<file path="src/rtl/fifo_pkg.sv">
// rtl/fifo_pkg.sv - shared constants and helpers for the FWFT FIFO
package fifo_pkg;

  localparam int RAM_LATENCY = 1;

  function automatic int clog2(input int value);
    int r;
    r = 0;
    for (int v = value - 1; v > 0; v = v >> 1) r++;
    return r;
  endfunction

  // Pointer increment wrapping modulo 2**aw.
  function automatic logic [31:0] ptr_inc(input logic [31:0] ptr, input int aw);
    return (ptr + 32'd1) & ((32'd1 << aw) - 32'd1);
  endfunction

endpackage

</file>
<file path="src/rtl/fifo_ram_sdp.sv">
// rtl/fifo_ram_sdp.sv - simple dual-port RAM with registered, enabled read
module fifo_ram_sdp #(
  parameter int WIDTH      = 8,
  parameter int ADDR_WIDTH = 4
) (
  input  logic                  clk,
  input  logic                  we,
  input  logic [ADDR_WIDTH-1:0] waddr,
  input  logic [WIDTH-1:0]      wdata,
  input  logic                  re,
  input  logic [ADDR_WIDTH-1:0] raddr,
  output logic [WIDTH-1:0]      rdata
);

  logic [WIDTH-1:0] mem [0:(1<<ADDR_WIDTH)-1];

  always_ff @(posedge clk) begin
    if (we) mem[waddr] <= wdata;
    if (re) rdata <= mem[raddr];
  end

endmodule

</file>
<file path="src/rtl/fifo_fwft_sync.sv">
// rtl/fifo_fwft_sync.sv - single-clock first-word-fall-through FIFO
// Optional occupancy output enabled by FIFO_FWFT_LEVEL_EN.
module fifo_fwft_sync
  import fifo_pkg::*;
#(
  parameter int WIDTH      = 8,
  parameter int ADDR_WIDTH = 4
) (
  input  logic                  clk,
  input  logic                  rst,
  input  logic [WIDTH-1:0]      din,
  input  logic                  wr_en,
  output logic                  full,
  output logic [WIDTH-1:0]      dout,
  input  logic                  rd_en,
  output logic                  empty
`ifdef FIFO_FWFT_LEVEL_EN
  ,
  output logic [ADDR_WIDTH:0]   level
`endif
);

  localparam int DEPTH = 1 << ADDR_WIDTH;
  localparam int CW    = clog2(DEPTH) + 1;

  logic [ADDR_WIDTH-1:0] wr_ptr;
  logic [ADDR_WIDTH-1:0] rd_ptr;
  logic [CW-1:0]         ram_count;
  logic [CW-1:0]         count_next;
  logic                  empty_next;
  logic                  wr_acc;
  logic                  pop;
  logic                  prefetch;
  logic                  loaded;
  logic [WIDTH-1:0]      rdata;

  always_comb begin
    wr_acc     = wr_en & ~full;
    pop        = rd_en & ~empty;
    prefetch   = (empty | pop) & (ram_count != '0);
    count_next = ram_count + CW'(wr_acc) - CW'(prefetch);
    empty_next = prefetch ? 1'b0 : (pop ? 1'b1 : empty);
  end

  always_ff @(posedge clk or posedge rst) begin
    if (rst) begin
      wr_ptr    <= '0;
      rd_ptr    <= '0;
      ram_count <= '0;
      full      <= 1'b0;
      empty     <= 1'b1;
      loaded    <= 1'b0;
    end else begin
      if (wr_acc)   wr_ptr <= ADDR_WIDTH'(ptr_inc(32'(wr_ptr), ADDR_WIDTH));
      if (prefetch) rd_ptr <= ADDR_WIDTH'(ptr_inc(32'(rd_ptr), ADDR_WIDTH));
      ram_count <= count_next;
      full      <= (count_next == CW'(DEPTH));
      empty     <= empty_next;
      loaded    <= loaded | prefetch;
    end
  end

  // The RAM read register doubles as the output register; it has no reset,
  // so dout is forced to zero until the first word has been fetched.
  assign dout = loaded ? rdata : '0;

  if (RAM_LATENCY == 1) begin : g_ram
    fifo_ram_sdp #(
      .WIDTH      (WIDTH),
      .ADDR_WIDTH (ADDR_WIDTH)
    ) u_ram (
      .clk   (clk),
      .we    (wr_acc),
      .waddr (wr_ptr),
      .wdata (din),
      .re    (prefetch),
      .raddr (rd_ptr),
      .rdata (rdata)
    );
  end

`ifdef FIFO_FWFT_LEVEL_EN
  always_ff @(posedge clk or posedge rst) begin
    if (rst) level <= '0;
    else     level <= (ADDR_WIDTH+1)'(count_next) + (ADDR_WIDTH+1)'(~empty_next);
  end
`endif

endmodule

</file>
<file path="config.mk">
export PLATFORM = sky130hd
export DESIGN_NAME = fifo_fwft_sync
export DESIGN_NICKNAME = d
export VERILOG_FILES = /design/src/rtl/fifo_pkg.sv /design/src/rtl/fifo_ram_sdp.sv /design/src/rtl/fifo_fwft_sync.sv
export SDC_FILE = /design/constraint.sdc
export NUM_CORES = 1
export LEC_CHECK = 0
export ABC_AREA = 1
export CORE_MARGIN = 4
export CORE_UTILIZATION = 55
export CTS_CLUSTER_DIAMETER = 40
export DETAILED_ROUTE_END_ITERATION = 8
export GPL_TIMING_DRIVEN = 0
export PLACE_DENSITY = 0.73
export SETUP_SLACK_MARGIN = 0.5
export SLEW_MARGIN = 20
export SYNTH_ARGS = -nofsm -noshare
export SYNTH_HDL_FRONTEND = slang
export SYNTH_SLANG_ARGS = --single-unit
</file>
<file path="constraint.sdc">
create_clock -name clk -period 5.6 [get_ports clk]
set_input_delay 1.12 -clock clk [delete_from_list [all_inputs] [get_ports clk]]
set_output_delay 1.12 -clock clk [all_outputs]
set_load 0.05 [all_outputs]
</file>
==> results.yml, run 1 <==
power:
  pwr-share-comb_pct: 37.3
  pwr-share-seq_pct: 35.7
  p_sw_share_pct: 38.8
  ir_drop_mv: 0.319
  p_sw_mw: 1.64
  power_leakage_nw: 3.41
  powerDensity_nw_per_um2: 550
  finalPower_mw: 4.24
  p_int_mw: 2.59
  power.share.clock_pct: 26.9
synth:
  synthAdderAreaFrac_pct: 2.35
  synth_compound_area_share_pct: 0.447
  yosys.area.top_type: "edfxtp_1"
  synth-seq-cells: 152
  ys_types: 25
  synthMuxAreaShare_pct: 0
  ys_top_cells_by_area: "edfxtp_1 (61%), nand2_1 (11%), nand3_1 (7.7%)"
  synthXorXnorAreaFrac_pct: 0.913
  synth_warnings: 0
  synth-simple-area-share_pct: 20.3
  avgSynthCellArea_um2: 10.3
  netlist.area_leader.share_pct: 60.8
  synth_top_family_by_area: "simple AND/OR/NAND/NOR gates"
  synth-seq-area-share_pct: 66.8
  synth_nets: 676
  synth_area_um2: 6710
  synthCells: 652
clocking:
  cts_max_level: 4
  clock_insertion_delay_worst_skew_ps: 430
  cts_tree: "done"
  ctsHoldBuffers: 0
  post_cts_buffers: 0
  numClockSinks: 152
  clk_path_buf_depth: 2
  ctsResizeCount: 0
  cts_root_buffer: "clkbuf_16"
  numCtsBuffers: 17
  clkSlewWorstSetupHoldPaths_ps: 60
setup_path:
  rr_startpoint: "ram_count[3]"
  worstRegToRegCells: 13
  crit_required_ps: 5960
  critPathLaunchType: "input pin"
  cp_data_arrival_time_ps: 3760
  critPathKind: "in2reg"
  r2r-end: "full"
  endpoint_kind: "flop"
  r2r_slack_ps: 2690
  cp_max_fo: 16
drt:
  first_iter_violations: 465
  vias: 4650
  wirelength_mm: 15.9
  firstDrtPassIters: 7
  drtAntennaViolNets: 0
  via_per_inst: 5.46
  drc_errors: 0
  wl_per_cell_um: 18.6
place:
  dpl_worst_slack_ps: 1780
  place.gp.congestion: 0.899
  io_buffers: 21
  dp_hpwl_mm: 10.4
  dpl_cell_area_um2: 7110
flow_run:
  drv_cap: 0
sta:
  finalCriticalPeriod_ps: 3400
  timing_worst_slew_pin_value_ps: 894
  relSlewSlack_pct: 40.2
  setup_viol: 0
  finalSetupTns_ps: 0
  hold_viol_final: 0
  skew_ps: 8.86
  final_max_slew_viol_count: 0
  setup_ws_ps: 2200
  min_period_over_period_pct: 60.6
  rsz0062_at_grt: "false"
  max_freq_mhz: 295
status:
  outcome: "completed"
final_layout:
  design_area_um2: 7700
  fillers: 938
  antenna_cells: 0
  fin_nets: 716
  drive_gt1_share_pct: 8.37
  area_growth_pct: 14.7
global_routing:
  grt_pass1_wl_mm: 24.5
  grt_use_total_pct: 23.9
  overflow: 0
  antenna_found_initial: 0
  grt_max_degree: 17
  grt_pass1_vias: 4391
min_path:
  min_to: "empty"
  min_from: "empty"
  min_path_type: "reg2reg"
  hold_depth: 2
die:
  start_util_pct: 56.1
  die_h_um: 118
  io_pins: 22
  num_rows: 40
  core_um2: 12000
  dieArea_um2: 14000
  chipWidth_um: 118
[cell families after synthesis]
group | Yosys count
DFF | 152
adders and majority gates | 12
buffers and inverters | 150
and+or+nand+nor | 325
xor gates and xnor gates | 7
AOI/OAI and AO/OA | 6
[sequential cells by signal, summed over array words and instances (netlist names)]
| name | count |
|---|---|
| g_ram.u_ram.mem | 128 |
| g_ram.u_ram.rdata | 8 |
| ram_count | 5 |
| rd_ptr | 4 |
| wr_ptr | 4 |
| empty | 1 |
| full | 1 |
| loaded | 1 |
[layout make-up]
class / count / area [µm²] / area share, %
clock inverters: 15 / 166 / 2.16
plain buffers: 26 / 153 / 1.98
repair buffers: 21 / 210 / 2.73
multi-input cells: 350 / 1610 / 20.9
flip-flops and latches: 152 / 4490 / 58.3
clock buffers: 17 / 425 / 5.52
well taps: 147 / 184 / 2.39
inverters: 124 / 465 / 6.04
[cells in the mapped netlist]
library cell	number
a21oi_1	2
and2_1	1
buf_1	1
buf_2	14
buf_4	8
buf_6	1
clkbuf_1	2
clkinv_1	2
dfrtp_1	15
dfstp_2	1
edfxtp_1	136
fa_1	1
ha_1	11
inv_1	120
inv_2	2
nand2_1	196
nand3_1	103
nand4_1	1
nor2_1	21
nor2_2	1
o21ai_0	3
o21ai_1	1
or2_1	1
or2_2	1
xor2_1	7
[metal layers]
layer	up-vias	global-route usage (%)	part of all wire [%]
li1	2170	-	-
met1	2196	32.0	40
met2	245	37.3	47
met3	39	6.60	9.9
met4	0	9.34	3.1
met5	-	0	0
[worst max path at each step]
stage                     startpoint   end  slack, ps  cells after the start
after floorplan                rd_en  full       2490                     10
after global routing           rd_en  full       1920                     11
final                          rd_en  full       2200                     11
after global placement         rd_en  full       1820                     11
after CTS                      rd_en  full       2200                     11
after detailed placement       rd_en  full       1780                     11
[cells in the final DEF, fill, tap and decap left out]
master	count
o21ai_1	1
clkinvlp_4	1
inv_1	120
bufinv_16	2
dfstp_2	1
o21ai_0	3
buf_6	1
clkinv_2	1
inv_8	1
ha_1	11
nand3_1	103
and2_1	1
clkbuf_16	17
clkinv_1	3
buf_4	8
buf_1	1
a21oi_1	2
inv_6	6
xor2_1	7
or2_1	1
or2_2	1
nor2_1	21
clkbuf_1	2
clkdlybuf4s50_1	21
nand4_1	1
nand2_1	196
nor2_2	1
dfrtp_1	15
fa_1	1
clkinv_4	3
edfxtp_1	136
buf_2	14
inv_2	2
[through the flow]
stage	util (%)	cells	hold slack [ps]
after CTS	64.4	852	500
after floorplan	-	652	473
after global placement	59.4	820	485
after detailed placement	59.4	820	492
final	64.4	852	500
after global routing	64.4	852	540
[power by group through the flow]
stage | logic, mW | clock network [mW] | registers, mW
6_report | 1.58 | 1.14 | 1.51
5_1_grt | 1.74 | 1.21 | 1.53
4_1_cts | 1.57 | 1.15 | 1.51
3_5_place_dp | 1.56 | 0 | 1.54
3_3_place_gp | 1.53 | 0 | 1.53
2_1_floorplan | 1.05 | 0 | 1.53
[worst max-delay path, cell delays in order]
cell and delay (ps):
clkdlybuf4s50_1 430, o21ai_1 220, inv_1 290, ha_1 380, inv_1 40, ha_1 200, fa_1 460, or2_2 300
nor2_1 120, nand3_1 90, nor2_1 110
Note: power is estimated with default switching activity, not from simulation.
==> inputs of run 2 (changes only) <==
- PLACE_DENSITY: 0.73 -> 0.76
- clock period: 5.6 -> 3.1 ns (I/O delays scaled with it)
==> run 2 against run 1 <==
Effect of this change: critical path type unchanged; first-iteration DRC count increased by 24%; die area unchanged; routed wire length decreased by 4.2%; worst setup slack got worse by 1600 ps; cell count increased by 0.35%; hold slack improved by 19 ps; cell area increased by 0.36%.
==> results.yml, run 2 (synthesis gave the netlist of run 1 again) <==
drt:
  drc_errors: 0
  wirelength_mm: 15.2
  wl_per_cell_um: 17.8
  vias: 4613
  via_per_inst: 5.40
  firstDrtPassIters: 5
  first_iter_violations: 575
  drtAntennaViolNets: 0
clocking:
  cts_max_level: 4
  cts_tree: "done"
  numCtsBuffers: 17
  clock_insertion_delay_worst_skew_ps: 420
  clkSlewWorstSetupHoldPaths_ps: 60
  cts_root_buffer: "clkbuf_16"
  numClockSinks: 152
  clk_path_buf_depth: 2
sta:
  timing_worst_slew_pin_value_ps: 935
  skew_ps: 8.44
  setup_viol: 0
  rsz0062_at_grt: "true"
  final_max_slew_viol_count: 0
  finalCriticalPeriod_ps: 2490
  hold_viol_final: 0
  max_freq_mhz: 401
  relSlewSlack_pct: 37.4
  min_period_over_period_pct: 80.4
  timing.hold.ws_ps: 519
final_layout:
  area_growth_pct: 15.1
  largest_reg_flops: 128
  top_regs: "g_ram.u_ram.mem: 128 flops, g_ram.u_ram.rdata: 8 flops, ram_count: 5 flops"
  drive_gt1_share_pct: 9.04
  regMostFlops: "g_ram.u_ram.mem"
  final_common_cell: "nand2_1"
  fin_nets: 719
  layout_common_cells: "nand2_1 (196), edfxtp_1 (136), inv_1 (118), nand3_1 (103), nor2_1 (20)"
  antenna_cells: 0
setup_path:
  critPathKind: "in2reg"
  crit_family: "adder cells"
  slowest_delay_ps: 450
  path_depth: 11
  cp_cell_sequence: "clkdlybuf4s50_1 -> o21ai_2 -> inv_2 -> ha_1 -> inv_1 -> ha_1 -> fa_1 -> or2_2 -> nor2_2 -> nand3_1 -> nor2_1"
  critPathLaunchType: "input pin"
  r2r_slack_ps: 630
  cpMostUsedCell: "ha_1"
  endpoint_kind: "flop"
  cp_data_arrival_time_ps: 2850
  worst-path-buf-inv: 3
  r2r-end: "full"
  rr_startpoint: "ram_count[2]"
  cpMaxStageDelayCell: "clkdlybuf4s50_1"
  critPathLaunch: "rd_en"
  crit_required_ps: 3450
  worstRegToRegCells: 13
  cp_max_fo: 2
  endpoint: "full"
die:
  die_h_um: 118
  start_util_pct: 56.1
  chipWidth_um: 118
  num_rows: 40
  io_pins: 22
  dieArea_um2: 14000
  core_um2: 12000
global_routing:
  grt_pass1_vias: 4479
  grt_pass1_wl_mm: 24.0
  grt_max_degree: 17
  grt_use_total_pct: 22.9
  overflow: 0
  antenna_found_initial: 0
power:
  powerDensity_nw_per_um2: 973
  finalPower_mw: 7.52
  ir_drop_mv: 0.403
  power_leakage_nw: 3.47
min_path:
  min_path_type: "reg2reg"
flow_run:
  drv_cap: 0
place:
  io_buffers: 21
  dp_hpwl_mm: 10.1
  place.gp.congestion: 0.869
status:
  outcome: "completed"
==> run 2: area by class of cell <==
cell class	instances	area [µm²]
clock inverter	13	133
sequential	152	4490
inverter	124	465
clock buffer	19	433
multi-input combinational	350	1620
buffer	26	153
tap	147	184
fill	874	4230
timing repair buffer	24	253
==> run 2: worst reg2reg max path, cell delays in order, from the launching register on <==
cell	delay, ps
dfrtp_1	380
inv_1	80
ha_1	150
nand3_1	110
o21ai_2	100
inv_2	50
ha_1	270
inv_1	40
ha_1	190
fa_1	450
or2_2	320
nor2_2	100
nand3_1	80
nor2_1	90
==> run 2: layer usage <==
layer	share of wire [%]	global-route usage, %
met1	40	30.1
met2	48	37.0
met3	9.1	4.59
met4	3.5	10.5
met5	0	0
==> run 2: how the worst min path moves through the flow <==
stage | startpoint | to | slack, ps | cells past startpoint
3_3_place_gp | empty | empty | 490 | 2
5_1_grt | empty | empty | 550 | 2
2_1_floorplan | ram_count[0] | empty | 470 | 3
6_report | empty | empty | 520 | 2
3_5_place_dp | empty | empty | 510 | 2
4_1_cts | empty | empty | 530 | 2
==> run 2: through the flow <==
stage	util (%)	cells	setup WS (ps)	setup TNS [ps]	instance area [µm²]
final	64.6	855	608	0	7730
after floorplan	-	652	566	0	6710
after CTS	64.4	854	504	0	7700
after detailed placement	59.4	820	-169	-169	7110
after global routing	64.6	855	433	0	7730
after global placement	59.4	820	-134	-134	7110
==> run 2: power breakdown <==
group	switching (mW)	total (mW)	internal [mW]
sequential	0.120	2.73	2.61
combinational	1.95	2.82	0.875
clock	0.789	1.96	1.18
==> run 2: timing repair <==
item / CTS / global route
setup endpoints to repair: 2 / 9
buffers inserted: 2 / 1
hold buffers: 0 / 0
pin swaps: 1 / 1
gates resized for setup: 2 / 10
